[src/rtl/tcp_tx_flag_sched_pkg.sv]
`default_nettype none
// ============================================================================
// Module   : tcp_tx_flag_sched_pkg
// Brief    : Shared types and constants for the per-flow TX flag scheduler.
// Revision : 1.0 - initial release
// ============================================================================
package tcp_tx_flag_sched_pkg;

  localparam int FLOWID_W        = 3;
  localparam int SCHED_TS_W      = 4;
  localparam int SCHED_NUM_FLAGS = 3;

  // Flag positions inside every flag vector / snapshot
  localparam int SCHED_RT_IDX    = 0;
  localparam int SCHED_ACK_IDX   = 1;
  localparam int SCHED_DATA_IDX  = 2;

  typedef enum logic [1:0] {
    NOP   = 2'd0,
    SET   = 2'd1,
    CLEAR = 2'd2
  } sched_cmd_e;

  typedef struct packed {
    logic                  flag;
    logic [SCHED_TS_W-1:0] timestamp;
  } sched_flag_struct;

  typedef struct packed {
    sched_cmd_e            cmd;
    logic [SCHED_TS_W-1:0] timestamp;
  } sched_flag_cmd_struct;

  typedef struct packed {
    logic [FLOWID_W-1:0]                     flowid;
    sched_flag_struct [SCHED_NUM_FLAGS-1:0]  flags;
  } sched_data_struct;

  typedef struct packed {
    logic [FLOWID_W-1:0]                       flowid;
    sched_flag_cmd_struct [SCHED_NUM_FLAGS-1:0] cmds;
  } sched_cmd_struct;

endpackage
`default_nettype wire

[src/rtl/tcp_tx_flag_sched_flag_entry.sv]
`default_nettype none
// ============================================================================
// Module   : sched_flag_entry
// Brief    : One flow's pending-flag state: three {flag, ts} pairs plus the
//            in-flight (busy) bit, with set / timestamp-guarded clear logic.
// Revision : 1.0 - initial release
// ============================================================================
module sched_flag_entry
  import tcp_tx_flag_sched_pkg::*;
#(
  parameter int TS_W = SCHED_TS_W
) (
  input  logic                                     clk,
  input  logic                                     rst_n,
  input  logic                                     i_set,
  input  logic [SCHED_NUM_FLAGS-1:0]               i_set_mask,
  input  logic                                     i_upd_val,
  input  sched_flag_cmd_struct [SCHED_NUM_FLAGS-1:0] i_upd_cmd,
  input  logic                                     i_issue,
  output logic [SCHED_NUM_FLAGS-1:0]               o_flag,
  output logic [SCHED_NUM_FLAGS-1:0][TS_W-1:0]     o_ts,
  output logic                                     o_busy
);

  logic r_busy;

  for (genvar k = 0; k < SCHED_NUM_FLAGS; k++) begin : g_flag
    logic            r_flag;
    logic [TS_W-1:0] r_ts;
    logic            w_set;
    logic            w_clr;

    // A set from either source bumps the timestamp; a clear only lands when
    // the returned timestamp matches, so a set made while in flight survives.
    assign w_set = (i_set && i_set_mask[k]) ||
                   (i_upd_val && (i_upd_cmd[k].cmd == SET));
    assign w_clr = i_upd_val && (i_upd_cmd[k].cmd == CLEAR) &&
                   (r_ts == i_upd_cmd[k].timestamp);

    // Flag/timestamp pair; set has priority over a same-cycle clear
    always_ff @(posedge clk or negedge rst_n) begin
      if (!rst_n) begin
        r_flag <= 1'b0;
        r_ts   <= '0;
      end else if (w_set) begin
        r_flag <= 1'b1;
        r_ts   <= r_ts + 1'b1;
      end else if (w_clr) begin
        r_flag <= 1'b0;
      end
    end

    assign o_flag[k] = r_flag;
    assign o_ts[k]   = r_ts;
  end

  // Busy marks the flow as issued until its update command comes back
  always_ff @(posedge clk or negedge rst_n) begin
    if (!rst_n) begin
      r_busy <= 1'b0;
    end else if (i_issue) begin
      r_busy <= 1'b1;
    end else if (i_upd_val) begin
      r_busy <= 1'b0;
    end
  end

  assign o_busy = r_busy;

endmodule
`default_nettype wire

[src/rtl/tcp_tx_flag_sched.sv]
`default_nettype none
// ============================================================================
// Module   : tcp_tx_flag_sched
// Brief    : Round-robin per-flow TX scheduler. Scans the flag table, issues
//            one snapshot request at a time and applies returned updates.
// Revision : 1.0 - initial release
// ============================================================================
module tcp_tx_flag_sched
  import tcp_tx_flag_sched_pkg::*;
#(
  parameter int NUM_FLOWS = 2**FLOWID_W,
  parameter int TS_W      = SCHED_TS_W
) (
  input  logic                       clk,
  input  logic                       rst_n,
  input  logic                       i_set_val,
  input  logic [FLOWID_W-1:0]        i_set_flowid,
  input  logic [SCHED_NUM_FLAGS-1:0] i_set_mask,
  output logic                       o_sched_tx_req_val,
  input  logic                       i_sched_tx_req_rdy,
  output sched_data_struct           o_sched_tx_req_data,
  input  logic                       i_tx_sched_update_val,
  input  sched_cmd_struct            i_tx_sched_update_cmd
);

  localparam logic [FLOWID_W-1:0] LAST_FLOW = FLOWID_W'(NUM_FLOWS - 1);

  logic [FLOWID_W-1:0]                 r_scan_ptr;
  logic                                r_valid;
  sched_data_struct                    r_data;

  logic [SCHED_NUM_FLAGS-1:0]          w_flag [NUM_FLOWS];
  logic [SCHED_NUM_FLAGS-1:0][TS_W-1:0] w_ts  [NUM_FLOWS];
  logic [NUM_FLOWS-1:0]                w_busy;
  logic [NUM_FLOWS-1:0]                w_set_hit;
  logic [NUM_FLOWS-1:0]                w_upd_hit;
  logic [NUM_FLOWS-1:0]                w_issue;
  logic                                w_cand;
  logic                                w_slot_free;
  logic                                w_load;
  sched_data_struct                    w_snap;

  for (genvar f = 0; f < NUM_FLOWS; f++) begin : g_entry
    assign w_set_hit[f] = i_set_val && (i_set_flowid == FLOWID_W'(f));
    assign w_upd_hit[f] = i_tx_sched_update_val &&
                          (i_tx_sched_update_cmd.flowid == FLOWID_W'(f));
    assign w_issue[f]   = w_load && (r_scan_ptr == FLOWID_W'(f));

    sched_flag_entry #(
      .TS_W (TS_W)
    ) u_entry (
      .clk        (clk),
      .rst_n      (rst_n),
      .i_set      (w_set_hit[f]),
      .i_set_mask (i_set_mask),
      .i_upd_val  (w_upd_hit[f]),
      .i_upd_cmd  (i_tx_sched_update_cmd.cmds),
      .i_issue    (w_issue[f]),
      .o_flag     (w_flag[f]),
      .o_ts       (w_ts[f]),
      .o_busy     (w_busy[f])
    );
  end

  // Candidate mux: the flow under the scan pointer, snapshotted pre-edge
  always_comb begin
    w_snap        = '0;
    w_snap.flowid = r_scan_ptr;
    for (int k = 0; k < SCHED_NUM_FLAGS; k++) begin
      w_snap.flags[k].flag      = w_flag[r_scan_ptr][k];
      w_snap.flags[k].timestamp = w_ts[r_scan_ptr][k];
    end
  end

  assign w_cand      = (|w_flag[r_scan_ptr]) && !w_busy[r_scan_ptr];
  assign w_slot_free = !r_valid || i_sched_tx_req_rdy;
  assign w_load      = w_slot_free && w_cand;

  // Scan pointer walks every cycle except while a held request is stalled
  always_ff @(posedge clk or negedge rst_n) begin
    if (!rst_n) begin
      r_scan_ptr <= '0;
    end else if (w_slot_free) begin
      r_scan_ptr <= (r_scan_ptr == LAST_FLOW) ? '0 : r_scan_ptr + 1'b1;
    end
  end

  // One-entry output slot; contents frozen while valid and not accepted
  always_ff @(posedge clk or negedge rst_n) begin
    if (!rst_n) begin
      r_valid <= 1'b0;
      r_data  <= '0;
    end else if (w_load) begin
      r_valid <= 1'b1;
      r_data  <= w_snap;
    end else if (i_sched_tx_req_rdy) begin
      r_valid <= 1'b0;
    end
  end

  assign o_sched_tx_req_val  = r_valid;
  assign o_sched_tx_req_data = r_data;

endmodule
`default_nettype wire

[config.mk]
export PLATFORM = sky130hd
export DESIGN_NAME = tcp_tx_flag_sched
export DESIGN_NICKNAME = d
export VERILOG_FILES = /design/src/rtl/tcp_tx_flag_sched_pkg.sv /design/src/rtl/tcp_tx_flag_sched_flag_entry.sv /design/src/rtl/tcp_tx_flag_sched.sv
export SDC_FILE = /design/constraint.sdc
export NUM_CORES = 1
export LEC_CHECK = 0
export BUFFER_PORTS_ARGS = -buffer_cell sky130_fd_sc_hd__clkbuf_2
export CAP_MARGIN = 20
export CORE_UTILIZATION = 30
export CTS_CLUSTER_SIZE = 14
export DETAILED_ROUTE_END_ITERATION = 12
export PLACE_DENSITY = 0.54
export SLEW_MARGIN = 20
export SYNTH_ARGS = -nofsm -noshare
export SYNTH_HDL_FRONTEND = slang
export SYNTH_SLANG_ARGS = --single-unit
export TNS_END_PERCENT = 10
[constraint.sdc]
create_clock -name clk -period 4.97 [get_ports clk]
set_input_delay 0.497 -clock clk [delete_from_list [all_inputs] [get_ports clk]]
set_output_delay 0.497 -clock clk [all_outputs]
set_load 0.01 [all_outputs]
==> flow_metrics.py <==
metrics = {
    "finish": {
        "layout.nets": 895,
        "n_antenna_cell": 0,
        "fin_util_pct": 35.2,
        "drive_above_1_share_pct": 15.8,
        "area_delta_synth_final_pct": 14.6,
    },
    "grt": {
        "grt-busiest-layer": "met2",
        "grt_max_degree": 54,
        "grt_pass1_wl_um": 36500,
        "grtUsageMet1_pct": 23.0,
        "first_global_vias": 6044,
        "antenna_found_initial": 0,
        "grt_use_met2_pct": 26.7,
        "overflow": 0,
        "grtUsageTotal_pct": 16.8,
        "grt_util_met3_pct": 2.72,
    },
    "die": {
        "die_y_um": 171,
        "die_w_um": 171,
        "dieArea_sq_um": 29400,
        "coreArea_sq_um": 28000,
        "start_util_pct": 30.7,
        "num_rows": 61,
        "io_pins": 51,
    },
    "setup_path": {
        "crit_type": "flip-flop to flip-flop",
        "r2r_start": "r_scan_ptr[0]$_DFFE_PN0P_",
        "rr_endpoint": "o_sched_tx_req_data[2]$_DFFE_PN0P_",
        "crit_required_ns": 5.29,
        "cp_cell_sequence": "buf_4, mux4_2, mux2i_4, nand3_2, nand2b_1, buf_4, mux2_1",
        "crit_path_end": "o_sched_tx_req_data[2]$_DFFE_PN0P_",
        "cp_data_arrival_time_ns": 3.67,
        "crit_fanout": 22,
        "startpoint_type": "flip-flop",
        "r2r_slack_ns": 1.62,
        "r2r_cells": 7,
        "crit_top_cell": "buf_4",
        "critPathSlowestCell": "dfrtp_2",
        "cp-end-kind": "flip-flop",
        "critical-path-max-stage-delay_ns": 0.80,
        "crit_path_start": "r_scan_ptr[0]$_DFFE_PN0P_",
    },
    "drt": {
        "routed_wl_um": 23400,
        "ant_nets": 0,
        "drt_first_pass_iters": 5,
        "vias": 6193,
        "drcViolationCount": 0,
        "vias_per_cell": 5.06,
        "drtIter0Drc": 467,
        "wire_per_inst_um": 19.1,
    },
    "yosys": {
        "netlist_instances": 792,
        "synth-edff-count": 0,
        "ys_async_sr_fraction_pct": 100,
        "netlist.area_leader.share_pct": 43.6,
        "seq_area_frac_synth_pct": 43.6,
        "synth_nets": 854,
        "syn_area_sq_um": 8610,
        "synth-seq-cells": 150,
        "yosysMostFrequentCell": "nand2_1",
        "synth_flop_cell": "dfrtp_1",
        "yosysUniqueCellTypes": 39,
        "ys_warn_count": 0,
        "yosys-top-cells-count": "nand2_1, dfrtp_1, xnor2_1",
        "yosys.area.top_type": "dfrtp_1",
        "synthTopCellsByArea": "dfrtp_1, xnor2_1, mux4_2, nand2_1, xor2_1",
        "synth.avg_cell_area_sq_um": 10.9,
    },
    "timing": {
        "fin_crit_sh_pct": 67.5,
        "tightest_slew_ns": 1.17,
        "hold_viol_final": 0,
        "post-route-min-period_ns": 3.35,
        "clock_skew_ns": 0.0200,
        "relSlewSlack_pct": 21.1,
        "rsz0062_at_grt": "no",
        "setup_viol": 0,
        "timing.fmax_mhz": 298,
        "setup_tns_ns": 0,
        "drv_slew": 0,
    },
    "hold_path": {
        "holdCritPathClass": "input pin to asynchronous set/reset pin",
    },
    "clocking": {
        "hold_buffers": 0,
        "cts_buffers": 17,
        "clkTransAtPathRegs_ns": 0.07,
        "cts_tree": "built",
        "ctsResizeCount": 0,
        "insertion_delay_ns": 0.44,
        "cts_sinks": 150,
        "cts_buffer_depth": 2,
        "postCtsSetupRepairBufs": 0,
        "cts_max_level": 4,
        "cts_root_buf": "clkbuf_16",
    },
    "power_and_ir_drop": {
        "leakagePower_nw": 4.17,
        "p_sw_w": 0.00205,
        "clockPowerShare_pct": 24.7,
        "pwr_density_cell_nw_per_um2": 556,
        "comb_power_share_pct": 33.5,
        "cellInternalPower_w": 0.00344,
        "switching_share_pct": 37.4,
        "ir_drop_v": 0.000237,
        "total_power_w": 0.00549,
        "p_seq_share_pct": 41.8,
    },
    "flow_run": {
        "cap_viol_max_count": 0,
    },
    "place": {
        "port_buffers": 50,
        "dpl.hpwl_um": 16300,
        "gp_congestion": 0.807,
    },
    "status": {
        "status": "complete, no violations",
    },
}
==> critical path: cells and delay by family (launching register included) <==
family / cells / cell delay [ns]
buffers and inverters: 2 / 0.75
flip-flops: 1 / 0.80
multiplexers: 3 / 1.17
AND/OR/NAND/NOR: 2 / 0.49
==> how the worst min path moves through the flow <==
stage | endpoint | cells past startpoint | slack, ns
global placement | o_sched_tx_req_data[12]$_DFFE_PN0P_ | 1 | 0.48
detailed placement | o_sched_tx_req_data[7]$_DFFE_PN0P_ | 1 | 0.48
floorplan | g_entry[0].u_entry.g_flag[0].r_flag$_DFFE_PN0P_ | 0 | 0.20
global route | g_entry[0].u_entry.g_flag[0].r_ts[0]$_DFFE_PN0P_ | 1 | 0.06
finish | g_entry[0].u_entry.g_flag[0].r_ts[0]$_DFFE_PN0P_ | 1 | 0.02
CTS | g_entry[0].u_entry.g_flag[0].r_ts[0]$_DFFE_PN0P_ | 1 | 0.03
==> layout by cell type, fill, tap and decap left out, types with 15 or more instances in the layout <==
cell type and instances:
clkbuf_2 49, o41ai_1 25, mux4_2 30, mux2_1 15, nand2_1 165, dfrtp_1 149
ha_1 30, nand4_1 24, buf_4 15, a22oi_1 24, a22o_1 24, xnor2_1 120
xor2_1 48, nand3_1 25, clkbuf_16 17
==> power groups by stage <==
stage | sequential [W] | combinational, W | clock (W)
4_1_cts | 0.00229 | 0.00186 | 0.00139
3_5_place_dp | 0.00230 | 0.00186 | 0
2_1_floorplan | 0.00208 | 0.00154 | 0
3_3_place_gp | 0.00230 | 0.00181 | 0
6_report | 0.00229 | 0.00184 | 0.00136
5_1_grt | 0.00237 | 0.00207 | 0.00143
==> cell families (layout without fill, tap and decap cells) <==
logic type / after synthesis / count (layout) / share of synthesized area [%]
buffers and inverters: 57 / 111 / 3.04
XOR/XNOR: 168 / 168 / 17.1
AND/OR/NAND/NOR: 245 / 245 / 12.5
flip-flops: 150 / 150 / 43.6
AO/OA/AOI/OAI: 94 / 94 / 9.15
adder cells (fa/ha/maj): 30 / 30 / 4.36
multiplexers: 48 / 48 / 10.3
==> stage by stage <==
| stage | area, sq um | cells | hold slack (ns) | setup slack (ns) |
|---|---|---|---|---|
| 5_1_grt | 9870 | 1224 | 0.0560 | 1.38 |
| 2_1_floorplan | 8610 | 792 | 0.201 | 2.78 |
| 3_3_place_gp | 9250 | 1192 | 0.477 | 1.68 |
| 3_5_place_dp | 9250 | 1192 | 0.485 | 1.61 |
| 4_1_cts | 9870 | 1224 | 0.0312 | 1.59 |
| 6_report | 9870 | 1224 | 0.0152 | 1.62 |
==> area by class of cell <==
class                           instances  area [sq um]
Tap cell                              378           473
Clock inverter                         10           144
Multi-Input combinational cell        585          4600
Inverter                               14          52.6
Timing Repair Buffer                   65           369
Clock buffer                           22           474
Fill cell                            2796         18100
Sequential cell                       150          3750
==> layer usage <==
layer,up-vias,wire (um)
met3,25,941
met4,0,494
li1,2882,-
met2,135,10900
met1,3151,11000
met5,-,0
==> sequential cells by signal, indices dropped and copies added, names as in the netlist <==
name and count:
g_entry.u_entry.o_busy 8, o_sched_tx_req_val 1, o_sched_tx_req_data 18, g_entry.u_entry.g_flag.r_ts 96, g_entry.u_entry.g_flag.r_flag 24, r_scan_ptr 3
No activity file was read; power rests on OpenSTA's default activity.
